$ cat src/rtl/add_seq_pkg.sv
// Shared definitions for the nibble-serial add/subtract sequencer.
package add_seq_pkg;

   // Width of the shared adder slice.
   localparam int NIBBLE_W = 4;

   // Sequencer states.
   typedef enum logic {
      IDLE = 1'b0,
      RUN  = 1'b1
   } state_t;

   // Width of the nibble index counter.
   function automatic int idx_width(input int nibbles);
      return (nibbles > 1) ? $clog2(nibbles) : 1;
   endfunction

endpackage : add_seq_pkg

$ cat src/rtl/add_seq_ctrl_if.sv
// Request/response bundle between a requesting datapath and add_seq_ctrl.
// Handshake: start is sampled only in a cycle where ready=1, and a, b, sub
// are captured at that same edge. busy is the inverse of ready. done pulses
// for exactly one cycle when result, c_out and ovf take their final value;
// those outputs then hold until the next completion. There is no
// backpressure on the result side.
interface add_seq_ctrl_if #(
   parameter int NIBBLES = 4
) ();
   localparam int W = add_seq_pkg::NIBBLE_W * NIBBLES;

   logic                  start;
   logic                  sub;
   logic [W-1:0]          a;
   logic [W-1:0]          b;
   logic                  ready;
   logic                  busy;
   logic                  done;
   logic [W-1:0]          result;
   logic                  c_out;
   logic                  ovf;
   add_seq_pkg::state_t   state;

   // Requesting side.
   modport master (
      output start, sub, a, b,
      input  ready, busy, done, result, c_out, ovf, state
   );

   // Sequencer side.
   modport slave (
      input  start, sub, a, b,
      output ready, busy, done, result, c_out, ovf, state
   );

endinterface : add_seq_ctrl_if

$ cat src/rtl/add2comp.sv
// 4-bit two's-complement adder slice, purely combinational.
module add2comp (
   input  logic [3:0] x,
   input  logic [3:0] y,
   input  logic       c_in,
   output logic [3:0] sum,
   output logic       c_out
);

   // One 5-bit add gives both the sum nibble and the carry out.
   assign {c_out, sum} = {1'b0, x} + {1'b0, y} + {4'b0000, c_in};

endmodule : add2comp

$ cat src/rtl/add_seq_ctrl.sv
// Wide signed add/subtract performed one nibble per clock on a single
// shared 4-bit adder slice, with carry chaining and signed-overflow flag.
module add_seq_ctrl #(
   parameter int NIBBLES = 4
) (
   input logic          clk,
   input logic          rst,
   add_seq_ctrl_if.slave bus
);
   import add_seq_pkg::*;

   localparam int W     = NIBBLE_W * NIBBLES;
   localparam int IDX_W = idx_width(NIBBLES);
   localparam logic [IDX_W-1:0] LAST_IDX = IDX_W'(NIBBLES - 1);

   state_t               state_q;
   state_t               state_d;
   logic [IDX_W-1:0]     idx_q;
   logic [W-1:0]         a_q;
   logic [W-1:0]         b_q;
   logic                 sub_q;
   logic                 carry_q;
   logic [W-1:0]         acc_q;
   logic [W-1:0]         result_q;
   logic                 c_out_q;
   logic                 ovf_q;
   logic                 done_q;

   logic [NIBBLE_W-1:0]  slice_x;
   logic [NIBBLE_W-1:0]  slice_b;
   logic [NIBBLE_W-1:0]  slice_y;
   logic [NIBBLE_W-1:0]  slice_sum;
   logic                 slice_c_out;
   logic                 accept;
   logic                 last_step;
   logic                 ready_c;

   assign accept    = (state_q == IDLE) && bus.start;
   assign last_step = (state_q == RUN) && (idx_q == LAST_IDX);

   // Select the current nibble of each operand; B is inverted for subtract
   // and the carry register was preloaded with sub, giving A + ~B + 1.
   always_comb begin
      slice_x = '0;
      slice_b = '0;
      for (int k = 0; k < NIBBLES; k++) begin
         if (idx_q == IDX_W'(k)) begin
            slice_x = a_q[k*NIBBLE_W +: NIBBLE_W];
            slice_b = b_q[k*NIBBLE_W +: NIBBLE_W];
         end
      end
      slice_y = slice_b ^ {NIBBLE_W{sub_q}};
   end

   add2comp u_slice (
      .x     (slice_x),
      .y     (slice_y),
      .c_in  (carry_q),
      .sum   (slice_sum),
      .c_out (slice_c_out)
   );

   // State register.
   always_ff @(posedge clk or posedge rst) begin
      if (rst) begin
         state_q <= IDLE;
      end else begin
         state_q <= state_d;
      end
   end

   // Next-state logic: one RUN pass per nibble, back to IDLE after the last.
   always_comb begin
      state_d = state_q;
      case (state_q)
         IDLE:    if (bus.start) state_d = RUN;
         RUN:     if (idx_q == LAST_IDX) state_d = IDLE;
         default: state_d = IDLE;
      endcase
   end

   // FSM-derived outputs.
   always_comb begin
      ready_c = (state_q == IDLE);
   end

   // Operand capture, nibble stepping and carry chaining.
   always_ff @(posedge clk or posedge rst) begin
      if (rst) begin
         idx_q   <= '0;
         a_q     <= '0;
         b_q     <= '0;
         sub_q   <= 1'b0;
         carry_q <= 1'b0;
         acc_q   <= '0;
      end else if (accept) begin
         idx_q   <= '0;
         a_q     <= bus.a;
         b_q     <= bus.b;
         sub_q   <= bus.sub;
         carry_q <= bus.sub;
      end else if (state_q == RUN) begin
         for (int k = 0; k < NIBBLES; k++) begin
            if (idx_q == IDX_W'(k)) begin
               acc_q[k*NIBBLE_W +: NIBBLE_W] <= slice_sum;
            end
         end
         carry_q <= slice_c_out;
         idx_q   <= (idx_q == LAST_IDX) ? '0 : idx_q + 1'b1;
      end
   end

   // Result and flags update only at the completion edge; done pulses once.
   always_ff @(posedge clk or posedge rst) begin
      if (rst) begin
         result_q <= '0;
         c_out_q  <= 1'b0;
         ovf_q    <= 1'b0;
         done_q   <= 1'b0;
      end else begin
         done_q <= last_step;
         if (last_step) begin
            result_q <= {slice_sum, acc_q[W-NIBBLE_W-1:0]};
            c_out_q  <= slice_c_out;
            // Overflow: operands of equal sign produce a sum of the other sign.
            ovf_q    <= (a_q[W-1] == slice_y[NIBBLE_W-1]) &&
                        (slice_sum[NIBBLE_W-1] != a_q[W-1]);
         end
      end
   end

   assign bus.ready  = ready_c;
   assign bus.busy   = ~ready_c;
   assign bus.done   = done_q;
   assign bus.result = result_q;
   assign bus.c_out  = c_out_q;
   assign bus.ovf    = ovf_q;
   assign bus.state  = state_q;

endmodule : add_seq_ctrl

$ cat src/flat_wrapper.sv
// flat-port wrapper written by rule: the top's interface ports become plain ports
module add_seq_ctrl_flat import add_seq_pkg::*;
#(
   parameter int NIBBLES = 4
)
  (clk, rst, bus_start, bus_sub, bus_a, bus_b, bus_ready, bus_busy, bus_done, bus_result, bus_c_out, bus_ovf, bus_state);
  add_seq_ctrl_if #(.NIBBLES(NIBBLES)) bus_i ();
  input logic clk;
  input logic rst;
  input wire logic [$bits(bus_i.start)-1:0] bus_start;
  input wire logic [$bits(bus_i.sub)-1:0] bus_sub;
  input wire logic [$bits(bus_i.a)-1:0] bus_a;
  input wire logic [$bits(bus_i.b)-1:0] bus_b;
  output wire logic [$bits(bus_i.ready)-1:0] bus_ready;
  output wire logic [$bits(bus_i.busy)-1:0] bus_busy;
  output wire logic [$bits(bus_i.done)-1:0] bus_done;
  output wire logic [$bits(bus_i.result)-1:0] bus_result;
  output wire logic [$bits(bus_i.c_out)-1:0] bus_c_out;
  output wire logic [$bits(bus_i.ovf)-1:0] bus_ovf;
  output wire logic [$bits(bus_i.state)-1:0] bus_state;
  assign bus_i.start = bus_start;
  assign bus_i.sub = bus_sub;
  assign bus_i.a = bus_a;
  assign bus_i.b = bus_b;
  assign bus_ready = bus_i.ready;
  assign bus_busy = bus_i.busy;
  assign bus_done = bus_i.done;
  assign bus_result = bus_i.result;
  assign bus_c_out = bus_i.c_out;
  assign bus_ovf = bus_i.ovf;
  assign bus_state = bus_i.state;
  add_seq_ctrl #(.NIBBLES(NIBBLES)) u_core (.clk(clk), .rst(rst), .bus(bus_i));
endmodule
$ cat config.mk
export PLATFORM = sky130hd
export DESIGN_NAME = add_seq_ctrl_flat
export DESIGN_NICKNAME = d
export VERILOG_FILES = /design/src/rtl/add_seq_pkg.sv /design/src/rtl/add_seq_ctrl_if.sv /design/src/rtl/add2comp.sv /design/src/rtl/add_seq_ctrl.sv /design/src/flat_wrapper.sv
export SDC_FILE = /design/constraint.sdc
export NUM_CORES = 1
export LEC_CHECK = 0
export ABC_AREA = 0
export ABC_CLOCK_PERIOD_IN_PS = 4300
export CELL_PAD_IN_SITES_DETAIL_PLACEMENT = 0
export CELL_PAD_IN_SITES_GLOBAL_PLACEMENT = 1
export CORE_ASPECT_RATIO = 1.1
export CORE_MARGIN = 2
export CORE_UTILIZATION = 41
export DETAILED_ROUTE_END_ITERATION = 12
export PLACE_DENSITY_LB_ADDON = 0.2
export RECOVER_POWER = 100
export SLEW_MARGIN = 20
export SYNTH_ARGS = -nofsm -noshare
export SYNTH_HDL_FRONTEND = slang
export SYNTH_SLANG_ARGS = --single-unit
$ cat constraint.sdc
create_clock -name clk -period 4.3 [get_ports clk]
set_input_delay 0.86 -clock clk [delete_from_list [all_inputs] [get_ports clk]]
set_output_delay 0.86 -clock clk [all_outputs]
set_load 0.1 [all_outputs]
Yosys cells after proc, flatten, opt, wreduce, memory -nomap -nowiden
Cells that the tools add are included.

storage, ports and cells
  register bits after elaboration = 68
  input port bits = 36
  output and inout port bits = 22
  word-level logic and storage cells = 48

cells by class
  add/subtract/negate cells = 3
  equal/unequal tests = 5
  muxes and demuxes = 16
  bitwise gates (word level) = 3
  reduce and logical (&&, ||, !) cells = 8

operator list
  cell                   count
  $mux W4                8
  $reduce_and A3 Y1      3
  $mux W2                3
  $add A4 B4 Y5          1
  $add A5 B1 Y5          1
  $eq A2 B2 Y1 const B   2
  $mux W1                4
  $xor A4 B4 Y4          1
  $logic_and A1 B1 Y1    3
  $add A2 B1 Y2 const B  1
  $eq A2 B1 Y1 const B   1
  $logic_not A2 Y1       1
  $not A1 Y1             2
  $pmux W1 S2            1
  $reduce_bool A2 Y1     1
  $eq A1 B1 Y1           1
  $ne A1 B1 Y1           1

Depth between registers and ports, before layout
  depth after elaboration = 10
  depth in mapped cells = 14
  mapped depth without buffers = 13

Cells and area by module
A second synthesis with hierarchy kept.

unflattened totals
  cell total of the unflattened synthesis = 236
  area, all modules = 3099.2 um^2

by module, submodules not included
  module        times used  cells each  area each (um^2)  sequential area each (um^2)
  add_seq_ctrl  1           220         2955.3            1701.6
  add2comp      1           16          143.9             0.0

Worst setup path before layout
OpenSTA, ideal clock, no wires.

  kind = register to register
  start point = register u_core.idx_q[0]
  end point = register u_core.ovf_q, in the netlist u_core.bus.ovf
  library setup time = 0.126 ns
  data arrival time = 2.850 ns
  required time = 4.174 ns
  path slack = 1.324 ns
  stages on the path, launching flop included = 14
  buffers on the path = 2
  period minus slack after synthesis = 2.976 ns
  cell sequence = dfrtp_1 -> inv_1 -> ha_1 -> clkbuf_1 -> clkbuf_1 -> a21oi_1 -> o21ai_0 -> xor2_1 -> ha_1 -> a21o_1 -> a31oi_1 -> xor2_1 -> nor3_1 -> a221o_1

on the way
  cells in the longest elaborated chain, start to end = 10
  elaborated cells on any way between the ends = 19
  classes of those cells = add/sub: 2; eq/ne: 5; mux: 8; bitwise: 1; reduce/logical: 3

ends and longest elaborated chain
  item                    line                 text
  from (decl)             add_seq_ctrl.sv:18   logic [IDX_W-1:0] idx_q;
  from (signal assigned)  add_seq_ctrl.sv:109  idx_q <= (idx_q == LAST_IDX) ? '0 : idx_q + 1'b1;
  $logic_not A2 Y1        add_seq_ctrl.sv:47   if (idx_q == IDX_W'(k)) begin
  $mux W4 (4 in a row)    add_seq_ctrl.sv:47
  $xor A4 B4 Y4           add_seq_ctrl.sv:52   slice_y = slice_b ^ {NIBBLE_W{sub_q}};
  $add A4 B4 Y5           add2comp.sv:11       assign {c_out, sum} = {1'b0, x} + {1'b0, y} + {4'b0000, c_in};
  $add A5 B1 Y5           add2comp.sv:11
  $ne A1 B1 Y1            add_seq_ctrl.sv:127  (slice_sum[NIBBLE_W-1] != a_q[W-1]);
  $logic_and A1 B1 Y1     add_seq_ctrl.sv:126  ovf_q <= (a_q[W-1] == slice_y[NIBBLE_W-1]) &&
  to (signal assigned)    add_seq_ctrl.sv:126
  to (decl)               add_seq_ctrl.sv:26   logic ovf_q;

Several ways; a longest one is shown, not always the timed one.
A chain may end at the register's enable or synchronous reset.

Worst setup path after layout
  start point = register u_core.idx_q[1]
  end point = register u_core.ovf_q, in the netlist u_core.bus.ovf

The elaborated chain is that of the path after synthesis.

==> impl_metrics.ini <==
[logic_synthesis]
synth_seq_cells = 68
synth_compound_area_share_pct = 8.85
yosysWarningCount = 0
synth_ff_type = dfrtp_1
yosysSeqAreaShare_pct = 56.2
syn_nets = 295
synth_top_family_by_area = multiplexers
synth_edf_count = 0
synth.distinct_cells = 30
netlist_instances = 250
synth_xor_area_share_pct = 1.45
synthSimpleGateAreaFrac_pct = 7.61
synthArstFlopShare_pct = 100
synth_fa_ha_area_share_pct = 4.22
synth_top_area_share_pct = 56.2
synth_area_um2 = 3030
synthTopCellsByArea = dfrtp_1, mux2_2, nand2_1
syn_area_per_cell_um2 = 12.1
synth_largest_area_cell = dfrtp_1
muxShareOfSynthArea_pct = 18.6

[global_routing]
grt.total_usage_pct = 16.9
grt_pass1_wl_um = 10400
antenna_found_initial = 0
grt_max_degree = 69
grt_pass1_vias = 2142
overflow = 0

[clocking]
clk_pin_slew_ns = 0.07
clkSinkCount = 68
clk_latency_ns = 0.35
htree_levels = 3
cts_tree = yes
clockRootBuffer = clkbuf_8
cts-buffers-inserted = 9
postCtsSetupBuffers = 0
cts_hold_buf = 0
clockBufferDepth = 2
ctsResizeCount = 0

[finish]
regArea_um2 = 1700
stdcell_count = 395
final_common_cell = dfrtp_1
syn_to_final_growth_pct = 27.2
drive_gt1_share_pct = 21.6
fillers = 639
diodes = 0
final_cell_mix = dfrtp_1, mux2_2, clkdlybuf4s50_1
multiInputGateArea_um2 = 1230
nNetsFinal = 350

[floorplan]
die_w_um = 85.9
design.die.area_um2 = 8090
rows = 32
ios = 58
die_y_um = 94.1
start_util_pct = 42.7
fp.coreArea_um2 = 7090

[critical_path]
rr_worst_depth = 13
r2r_setup_slack_ns = 1.0
path_max_fanout = 17
crit_type = reg2reg
worst_setup_path_end_kind = register
start_kind = register
cp_data_required_time_ns = 4.53
crit_arrival_ns = 3.54

[place]
place_ws_ns = 0.996
dp_cells = 379
numPortBuffers = 57
place.gp.congestion = 0.736
hpwl_um = 4080

[worst_hold_path]
hold_depth = 2
hp-class = reg2reg

[routing]
drt_wl_total_um = 5770
drc_errors = 0
ant_nets = 0
dr.pass1.iters = 4
route.vias.total = 2024
vias_per_cell = 5.12
wl_per_cell_um = 14.6
drt_iter0_drc = 111

[timing]
fmax_mhz = 303
hold_violations = 0
rsz0062_at_grt = false
min_period_over_period_pct = 76.9
finalCriticalPeriod_ns = 3.30
slew_headroom_pct = -18.1
maxSlewViolCount = 104
finalWorstSetupSlack_ns = 0.995
fin_tns_setup_ns = 0
tightestPinTransition_ns = 1.77
final-setup-viol-count = 0
fin_skew_ns = 0.0121

[flow_run]
drv_cap = 2

[outcome]
violations = capacitance limit, slew limit
outcome = complete, but fails checks
==> critical path, cell delays in order, from the launching register on <==
cell      delay [ns]
dfrtp_1         0.40
inv_1           0.10
ha_1            0.49
nand3b_1        0.18
a21oi_1         0.07
a21oi_1         0.14
o21ai_0         0.11
xor2_1          0.18
ha_1            0.36
a21o_1          0.18
a31oi_1         0.18
xor2_1          0.36
nor3_1          0.09
a221o_1         0.34
==> final cells by class <==
type / count / share of cell area [%]
inverters: 8 / 0.780
clock buffers: 10 / 3.57
well taps: 85 / 2.76
clock inverters: 6 / 1.66
flip-flops and latches: 68 / 44.2
repair buffers: 59 / 15.0
multi-input cells: 159 / 32.0
==> cells by family (layout without fill, tap and decap cells) <==
group / after synthesis / after routing
XOR/XNOR: 5 / 5
adder cells (fa/ha/maj): 9 / 9
multiplexers: 50 / 50
buffers and inverters: 23 / 83
AND/OR/NAND/NOR: 49 / 49
flip-flops: 68 / 68
AO/OA/AOI/OAI: 46 / 46
==> metal layers <==
| layer | GRT usage, % | wire [um] | part of all wire [%] | vias to the layer above |
|---|---|---|---|---|
| met5 | 0 | 0 | 0 | - |
| met1 | 21.9 | 2620 | 45 | 986 |
| met2 | 26.7 | 2800 | 49 | 43 |
| met4 | 8.33 | 130 | 2.3 | 0 |
| li1 | - | - | - | 983 |
| met3 | 3.60 | 216 | 3.7 | 12 |
==> cells in the mapped netlist (3+ instances only) <==
library cell,n
nand3b_1,7
ha_1,7
a21oi_1,17
xor2_1,3
clkbuf_1,8
buf_2,3
nand2_1,32
nand2b_1,3
o21ai_0,20
buf_1,3
mux2_2,49
inv_1,8
dfrtp_1,68
==> path summary, 6_finish.rpt <==
path                                    endpoint             startpoint
setup / recovery                  u_core.bus.ovf        u_core.idx_q[1]
hold / removal             u_core.bus.result[12]  u_core.bus.result[12]
setup reg to reg                  u_core.bus.ovf        u_core.idx_q[1]
hold reg to reg            u_core.bus.result[12]  u_core.bus.result[12]
max in group asynchronous          u_core.a_q[9]                    rst
min in group asynchronous         u_core.b_q[15]                    rst
==> sequential cells by signal (all words and copies together) (netlist names) <==
signal and flops:
u_core.bus.c_out 1, u_core.bus.done 1, u_core.bus.busy 1, u_core.a_q 16, u_core.bus.ovf 1, u_core.acc_q 12, u_core.idx_q 2, u_core.sub_q 1
u_core.carry_q 1, u_core.b_q 16, u_core.bus.result 16
==> stage by stage <==
step,instance area [um^2],hold slack [ns],utilization (%)
5_1_grt,3850,0.518,54.3
3_3_place_gp,3660,0.461,51.6
3_5_place_dp,3660,0.470,51.6
4_1_cts,3860,0.489,54.4
2_1_floorplan,3030,0.446,-
6_report,3850,0.478,54.3
Power is not shown: default switching activity piles up to over one toggle a cycle in this logic, so the estimate is an artifact.
